==> src/rtl/spi_pkg.sv <==
// Shared definitions for the SPI master: FSM encoding, word size and SPI mode constants.
package spi_pkg;

    localparam int unsigned WORD_W    = 8;
    localparam int unsigned BIT_IDX_W = 3;
    localparam int unsigned DIV_CNT_W = 8;

    // Mode 0 framing: SCLK idles low, data shifted most-significant bit first.
    localparam logic CPOL      = 1'b0;
    localparam logic MSB_FIRST = 1'b1;

    typedef enum logic [1:0] {
        ST_IDLE  = 2'd0,
        ST_SETUP = 2'd1,
        ST_HIGH  = 2'd2,
        ST_LOW   = 2'd3
    } spi_state_e;

    function automatic logic out_bit(input logic [WORD_W-1:0] b);
        return MSB_FIRST ? b[WORD_W-1] : b[0];
    endfunction

    function automatic logic [WORD_W-1:0] shift_out(input logic [WORD_W-1:0] b);
        return MSB_FIRST ? {b[WORD_W-2:0], 1'b0} : {1'b0, b[WORD_W-1:1]};
    endfunction

endpackage

==> src/rtl/spi_clkdiv.sv <==
// DIV-cycle terminal-count strobe; restart holds the count at zero so each phase starts aligned.
module spi_clkdiv
    import spi_pkg::*;
#(
    parameter int unsigned DIV = 2
) (
    input  logic clk,
    input  logic rst_n,
    input  logic restart,
    output logic tick_c
);

    localparam logic [DIV_CNT_W-1:0] TERM = DIV_CNT_W'(DIV - 1);

    logic [DIV_CNT_W-1:0] cnt_q;
    logic [DIV_CNT_W-1:0] cnt_d;

    always_comb begin
        tick_c = 1'b0;
        cnt_d  = cnt_q;
        if (restart) begin
            cnt_d = '0;
        end else if (cnt_q == TERM) begin
            tick_c = 1'b1;
            cnt_d  = '0;
        end else begin
            cnt_d = cnt_q + DIV_CNT_W'(1);
        end
    end

    always_ff @(posedge clk) begin
        if (!rst_n) begin
            cnt_q <= '0;
        end else begin
            cnt_q <= cnt_d;
        end
    end

endmodule

==> src/rtl/spi_master.sv <==
// Byte-oriented SPI master (mode 0, MSB first): shifts tx_data out on MOSI while
// assembling the MISO byte, then presents it on rx_data with a one-cycle done pulse.
module spi_master
    import spi_pkg::*;
#(
    parameter int unsigned DIV = 2
) (
    input  logic              clk,
    input  logic              rst_n,
    input  logic              start,
    input  logic [WORD_W-1:0] tx_data,
    input  logic              hold,
    output logic              busy,
    output logic              done,
    output logic [WORD_W-1:0] rx_data,
    output logic              sclk,
    output logic              mosi,
    input  logic              miso,
    output logic              ss
);

    spi_state_e           state_q,   state_d;
    logic [WORD_W-1:0]    tx_q,      tx_d;
    logic [WORD_W-1:0]    rx_sh_q,   rx_sh_d;
    logic [WORD_W-1:0]    rx_data_q, rx_data_d;
    logic [BIT_IDX_W-1:0] bit_q,     bit_d;
    logic                 sclk_q,    sclk_d;
    logic                 mosi_q,    mosi_d;
    logic                 ss_q,      ss_d;
    logic                 busy_q,    busy_d;
    logic                 done_q,    done_d;

    logic restart_c;
    logic tick_c;

    localparam logic [BIT_IDX_W-1:0] LAST_BIT = BIT_IDX_W'(WORD_W - 1);

    spi_clkdiv #(
        .DIV (DIV)
    ) u_clkdiv (
        .clk     (clk),
        .rst_n   (rst_n),
        .restart (restart_c),
        .tick_c  (tick_c)
    );

    // Next-state and output decode; each non-idle phase lasts one divider period.
    always_comb begin
        state_d   = state_q;
        tx_d      = tx_q;
        rx_sh_d   = rx_sh_q;
        rx_data_d = rx_data_q;
        bit_d     = bit_q;
        sclk_d    = sclk_q;
        mosi_d    = mosi_q;
        ss_d      = ss_q;
        busy_d    = busy_q;
        done_d    = 1'b0;
        restart_c = 1'b0;

        case (state_q)
            ST_IDLE: begin
                restart_c = 1'b1;
                if (start) begin
                    tx_d    = tx_data;
                    rx_sh_d = '0;
                    bit_d   = '0;
                    busy_d  = 1'b1;
                    ss_d    = 1'b1;
                    mosi_d  = out_bit(tx_data);
                    state_d = ST_SETUP;
                end else begin
                    // SS may only be held or released here, never re-asserted.
                    ss_d = ss_q & hold;
                end
            end

            ST_SETUP: begin
                if (tick_c) begin
                    sclk_d  = ~CPOL;
                    state_d = ST_HIGH;
                end
            end

            ST_HIGH: begin
                if (tick_c) begin
                    sclk_d  = CPOL;
                    rx_sh_d = {rx_sh_q[WORD_W-2:0], miso};
                    if (bit_q != LAST_BIT) begin
                        tx_d    = shift_out(tx_q);
                        mosi_d  = out_bit(shift_out(tx_q));
                        bit_d   = bit_q + BIT_IDX_W'(1);
                        state_d = ST_LOW;
                    end else begin
                        rx_data_d = {rx_sh_q[WORD_W-2:0], miso};
                        done_d    = 1'b1;
                        busy_d    = 1'b0;
                        ss_d      = hold;
                        state_d   = ST_IDLE;
                    end
                end
            end

            ST_LOW: begin
                if (tick_c) begin
                    sclk_d  = ~CPOL;
                    state_d = ST_HIGH;
                end
            end

            default: begin
                state_d = ST_IDLE;
            end
        endcase
    end

    always_ff @(posedge clk) begin
        if (!rst_n) begin
            state_q   <= ST_IDLE;
            tx_q      <= '0;
            rx_sh_q   <= '0;
            rx_data_q <= '0;
            bit_q     <= '0;
            sclk_q    <= CPOL;
            mosi_q    <= 1'b0;
            ss_q      <= 1'b0;
            busy_q    <= 1'b0;
            done_q    <= 1'b0;
        end else begin
            state_q   <= state_d;
            tx_q      <= tx_d;
            rx_sh_q   <= rx_sh_d;
            rx_data_q <= rx_data_d;
            bit_q     <= bit_d;
            sclk_q    <= sclk_d;
            mosi_q    <= mosi_d;
            ss_q      <= ss_d;
            busy_q    <= busy_d;
            done_q    <= done_d;
        end
    end

    assign busy    = busy_q;
    assign done    = done_q;
    assign rx_data = rx_data_q;
    assign sclk    = sclk_q;
    assign mosi    = mosi_q;
    assign ss      = ss_q;

endmodule

==> config.mk <==
export PLATFORM = sky130hd
export DESIGN_NAME = spi_master
export DESIGN_NICKNAME = d
export VERILOG_FILES = /design/src/rtl/spi_pkg.sv /design/src/rtl/spi_clkdiv.sv /design/src/rtl/spi_master.sv
export SDC_FILE = /design/constraint.sdc
export NUM_CORES = 1
export LEC_CHECK = 0
export BUFFER_PORTS_ARGS = -buffer_cell sky130_fd_sc_hd__buf_4
export CAP_MARGIN = 40
export CORE_MARGIN = 2
export CORE_UTILIZATION = 50
export DETAILED_ROUTE_END_ITERATION = 12
export HOLD_SLACK_MARGIN = 0.15
export PLACE_DENSITY = 0.83
export SLEW_MARGIN = 30
export SYNTH_ARGS = -nofsm -noshare
export SYNTH_HDL_FRONTEND = slang
export SYNTH_SLANG_ARGS = --single-unit
==> constraint.sdc <==
create_clock -name clk -period 5.95 [get_ports clk]
set_input_delay 0.2975 -clock clk [delete_from_list [all_inputs] [get_ports clk]]
set_output_delay 0.2975 -clock clk [all_outputs]
set_load 0.03 [all_outputs]
# --- Word-level counts from Yosys, hierarchy flattened ---
# Cells that the tools add are included.
classes:
  reduce_logical: 13
  bitwise: 3
  div: 0
  mux: 35
  shifts: 0
  n_mul: 0
  eq_ne: 10
  addsub: 2
  n_lt_le_gt_ge: 0
op_table:
  columns: ["operator", "count"]
  rows:
  - ["7-bit two-way mux", 5]
  - ["7-bit one-hot mux with 2 select lines", 2]
  - ["3-bit AND reduction", 6]
  - ["1-bit two-way mux", 15]
  - ["3-bit two-way mux", 3]
  - ["8-bit by 1-bit adder with 8-bit output (second input constant)", 1]
  - ["8-bit by 1-bit equality test with 1-bit output (second input constant)", 1]
  - ["2-bit two-way mux", 4]
  - ["2-bit inequality test (second input constant)", 4]
  - ["1-bit one-hot mux with 2 select lines", 4]
  - ["4-bit AND reduction", 2]
  - ["2-bit one-hot mux with 3 select lines", 1]
  - ["3-bit one-hot mux with 2 select lines", 1]
  - ["2-bit equality test (second input constant)", 2]
  - ["2-bit nonzero test", 2]
  - ["3-bit by 1-bit adder with 3-bit output (second input constant)", 1]
  - ["3-bit inequality test (second input constant)", 1]
  - ["3-bit OR reduction", 1]
  - ["2-bit by 1-bit equality test with 1-bit output (second input constant)", 1]
  - ["2-bit zero test", 1]
  - ["2-bit by 1-bit inequality test with 1-bit output (second input constant)", 1]
  - ["1-bit NOT", 2]
  - ["2-bit OR reduction", 1]
  - ["1-bit AND", 1]
totals:
  wordCells: 74
  n_memories: 0
  reg_bits: 40
  latchBits: 0
  output_inout_bits: 13
  romBits: 0
  inputBits: 13
  mem_bits_rw: 0

# --- Logic depth before layout (Yosys ltp) ---
logic_depth:
  depth_word: 5
  mapped_depth: 7

# --- By module ---
# A second synthesis with hierarchy kept.
unflattened:
  cells_unflattened: 199
  hier_area_um2: 1776.7
by_module_without_submodules:
  columns: ["mod", "seq_area_each_um2", "cells_per_inst", "instances", "area_per_inst_um2"]
  rows:
  - ["spi_master", 640.6, 158, 1, 1410.1]
  - ["spi_clkdiv", 160.2, 41, 1, 366.6]

# --- Least setup slack after synthesis ---
# No wires, ideal clock.
synth_timing:
  path_type: "reg-to-reg"
  start: "register bit_q[0]"
  end: "register mosi_q, in the netlist mosi"
  n_path_buf: 1
  setup_time_ns: 0.058
  synth_period_minus_slack_ns: 1.919
  setup_slack_ns: 4.031
  arrival_ns: 1.860
  stages_incl_launch_ff: 8
  required_ns: 5.892
  path_cell_list: "dfxtp_1 > ha_1 > ha_1 > or4_1 > o21a_1 > buf_6 > nor2_8 > o221a_2"
synth_between:
  elab_chain_cells: 3
synth_lines:
  columns: ["item", "line", "rtl"]
  rows:
  - ["from (decl)", "spi_master.sv:26", "logic [BIT_IDX_W-1:0] bit_q, bit_d;"]
  - ["from (signal assigned)", "spi_master.sv:134", "bit_q <= bit_d;"]
  - ["3-bit inequality test", "spi_master.sv:89", "if (bit_q != LAST_BIT) begin"]
  - ["2-bit inequality test (no line)", null, null]
  - ["4-bit AND reduction (no line)", null, null]
  - ["to (signal assigned)", "spi_master.sv:136", "mosi_q <= mosi_d;"]
  - ["to (decl)", "spi_master.sv:28", "logic mosi_q, mosi_d;"]
# Every way passes these cells.
# A chain may end at the register's enable or synchronous reset.

# --- Worst setup path after layout ---
layout_timing:
  start: "register bit_q[0]"
  end: "register tx_q[6]"
layout_between:
  elab_chain_cells: 3
layout_lines:
  columns: ["item", "line", "rtl"]
  rows:
  - ["3-bit inequality test", "spi_master.sv:89", null]
  - ["2-bit inequality test (no line)", null, null]
  - ["4-bit AND reduction (no line)", null, null]
  - ["to (signal assigned)", "spi_master.sv:131", "tx_q <= tx_d;"]
  - ["to (decl)", "spi_master.sv:23", "logic [WORD_W-1:0] tx_q, tx_d;"]
# Every way passes these cells.

==> flow_metrics.py <==
metrics = {
    "worst_setup_path": {
        "cpMaxStageDelayCell": "or4_1",
        "path_buf_inv": 0,
        "cp_slowest_stage_delay_ns": 0.58,
        "rr_startpoint": "bit_q[0]",
        "cp_max_fo": 10,
        "cp.arrival_ns": 2.47,
        "end_kind": "flop",
        "critPathTopFamily": "simple AND/OR/NAND/NOR gates",
        "crit_chain": "ha_1, ha_1, or4_1, o21a_1, nor2_8, o221a_2",
        "cpMostUsedCell": "ha_1",
        "startpoint_type": "flop",
        "critPathKind": "flop to flop",
        "startpoint": "bit_q[0]",
        "crit_required_ns": 6.24,
    },
    "pwr": {
        "pwr-share-clk_pct": 34.3,
        "power_uw": 508,
        "power.switching_uw": 121,
        "swShare_pct": 23.8,
        "p_per_area_mw_per_mm2": 262,
        "leakagePower_uw": 0.000780,
        "p_int_uw": 387,
        "ir_drop_uv": 176,
        "power_frac_seq_pct": 55.7,
        "combPwrFrac_pct": 10.0,
    },
    "global_route": {
        "grt_pass1_wl_um": 5290,
        "grt.total_usage_pct": 19.2,
        "antenna_found_initial": 0,
        "grt_max_degree": 37,
        "grt-ovfl-total": 0,
        "grt_pass1_vias": 1188,
    },
    "logic_synthesis": {
        "synth_top_area_share_pct": 48.2,
        "yosys_warnings": 0,
        "syn_area_mm2": 0.00166,
        "ys_top_cells_by_count": "40 x dfxtp_1, 29 x nand2_1, 22 x nand3_1",
        "synthXorXnorAreaFrac_pct": 3.17,
        "synth_edf_count": 0,
        "synth_compound_area_share_pct": 16.7,
        "yosysSeqAreaShare_pct": 48.2,
        "synthMuxAreaShare_pct": 0,
        "syn_inst": 184,
        "synth-adder-area-share_pct": 3.01,
        "synthSimpleGateAreaFrac_pct": 25.7,
        "avgSynthCellArea_um2": 9.02,
        "synth_ff_type": "dfxtp_1",
        "synth_fp_nets": 201,
        "synth_top_cell_by_area": "dfxtp_1",
        "ys_seq_elements": 40,
        "synthTopCellsByArea": "dfxtp_1 48%, nand3_1 6.6%, nand2_1 6.6%",
        "synthDistinctLibCells": 38,
        "synth_top_family_by_area": "simple AND/OR/NAND/NOR gates",
        "synthArstFlopShare_pct": 0,
        "synth.most_common_cell": "dfxtp_1",
    },
    "die": {
        "core_mm2": 0.00310,
        "die_x_um": 61.6,
        "fp.dieArea_mm2": 0.00380,
        "pin_count": 26,
        "die_y_um": 61.6,
        "fp-row-count": 20,
        "initial_core_util_pct": 53.5,
    },
    "clock_network": {
        "clockRootBuffer": "clkbuf_4",
        "clockBufferDepth": 2,
        "cts.clk_slew.worst_paths_ns": 0.10,
        "clk_latency_ns": 0.35,
        "htree_levels": 2,
        "cts_buffers": 5,
        "post_cts_buffers": 0,
        "cts_tree": "done",
        "post_cts_resized": 0,
        "hold_buffers": 0,
        "cts_sinks": 40,
    },
    "layout": {
        "syn_to_final_growth_pct": 16.6,
        "final_util_pct": 62.4,
        "diodes": 0,
        "stdcell_area_mm2": 0.00194,
        "layout-drive-gt1-share_pct": 21.3,
        "nets": 223,
    },
    "placed_design": {
        "post_dp_cell_area_mm2": 0.00186,
        "dp_slack_ns": 3.72,
        "globalplace.congestion": 0.875,
        "io_buffer_count": 25,
        "dpl.hpwl_um": 2210,
    },
    "timing": {
        "slew_headroom_pct": 61.0,
        "drv_slew": 0,
        "final-hold-violation-count": 0,
        "fmax_mhz": 460,
        "fin_crit_sh_pct": 36.6,
        "finalCriticalPeriod_ns": 2.18,
        "setup_slack_ns": 3.77,
        "rsz0062_at_grt": "no",
        "setup-tns-final_ns": 0,
        "worst_pin_slew_ns": 0.585,
        "setup_viol": 0,
        "finClkSkew_ns": 0.0132,
    },
    "routing": {
        "wirelength_um": 3170,
        "dr.pass1.iters": 4,
        "drc_errors": 0,
        "drt_iter0_drc": 52,
        "drtAntennaViolNets": 0,
        "num_vias": 1338,
        "vias_per_cell": 5.33,
        "wl_per_cell_um": 12.6,
    },
    "flow_run": {
        "maxCapViolations": 0,
    },
    "hold_path": {
        "hold_path.class": "input port to flop",
        "worstHoldStart": "tx_data[0]",
    },
    "run_status": {
        "status": "finished clean",
    },
}
power groups by stage:
| stage | Clock (uW) | Sequential, uW | Combinational, uW |
|---|---|---|---|
| after global placement | 0 | 289 | 50.1 |
| after global routing | 187 | 284 | 56.3 |
| after CTS | 176 | 283 | 51.1 |
| after floorplan | 0 | 291 | 32.6 |
| final | 174 | 283 | 50.8 |
| after detailed placement | 0 | 289 | 50.8 |
cell type report:
cell class              count  area [um2]
clock inverters             2        35.0
multi-input cells         132         808
flip-flops and latches     40         801
well taps                  44        55.1
fillers                   291        1170
repair buffers             25         188
inverters                   2        7.51
clock buffers               6        41.3
path summary, 6_finish.rpt:
| check | slack, ns | to | cells after the start |
|---|---|---|---|
| min | 0.19 | tx_q[0] | 3 |
| max reg2reg | 3.77 | tx_q[6] | 6 |
| min reg2reg | 0.48 | rx_data[6] | 2 |
| max | 3.77 | tx_q[6] | 6 |
stage by stage:
stage / instances / hold slack (ns)
global placement: 243 / 0.457
global route: 251 / 0.211
finish: 251 / 0.186
detailed placement: 243 / 0.463
CTS: 251 / 0.179
floorplan: 184 / 0.436
cells by family (layout without fill, tap and decap cells):
group | Yosys count | count (layout)
adder cells (fa/ha/maj) | 4 | 4
AO/OA/AOI/OAI | 39 | 39
flip-flops | 40 | 40
buffers and inverters | 12 | 35
XOR/XNOR | 6 | 6
AND/OR/NAND/NOR | 83 | 83
flip-flops by register name (all words and copies together) (netlist names):
register,count
rx_data,8
u_clkdiv.cnt_q,8
rx_sh_q,7
tx_q,7
bit_q,3
state_q,2
busy,1
done,1
mosi,1
sclk,1
ss,1
tightest hold or removal path, stage by stage:
cell and delay, ns:
buf_4 0.08, nand4_1 0.05, o21ai_0 0.07
cell usage in the layout (no fill, tap or decap), types with 2 or more instances in the layout:
cell type   n
dfxtp_1    40
nand2_1    29
o22ai_1     7
o21a_1      3
ha_1        4
o21ai_0    13
nor2_1     13
xor2_1      5
nand3_1    22
and3_1      3
o221a_2     7
buf_4      25
clkbuf_4    5
inv_1       2
a21boi_0    4
layer usage:
layer	GRT usage (%)	share of wire, %
met2	28.6	44
met3	6.93	4.0
met1	26.1	51
met5	0	0
met4	6.38	1.2
No activity file was read; power rests on OpenSTA's default activity.
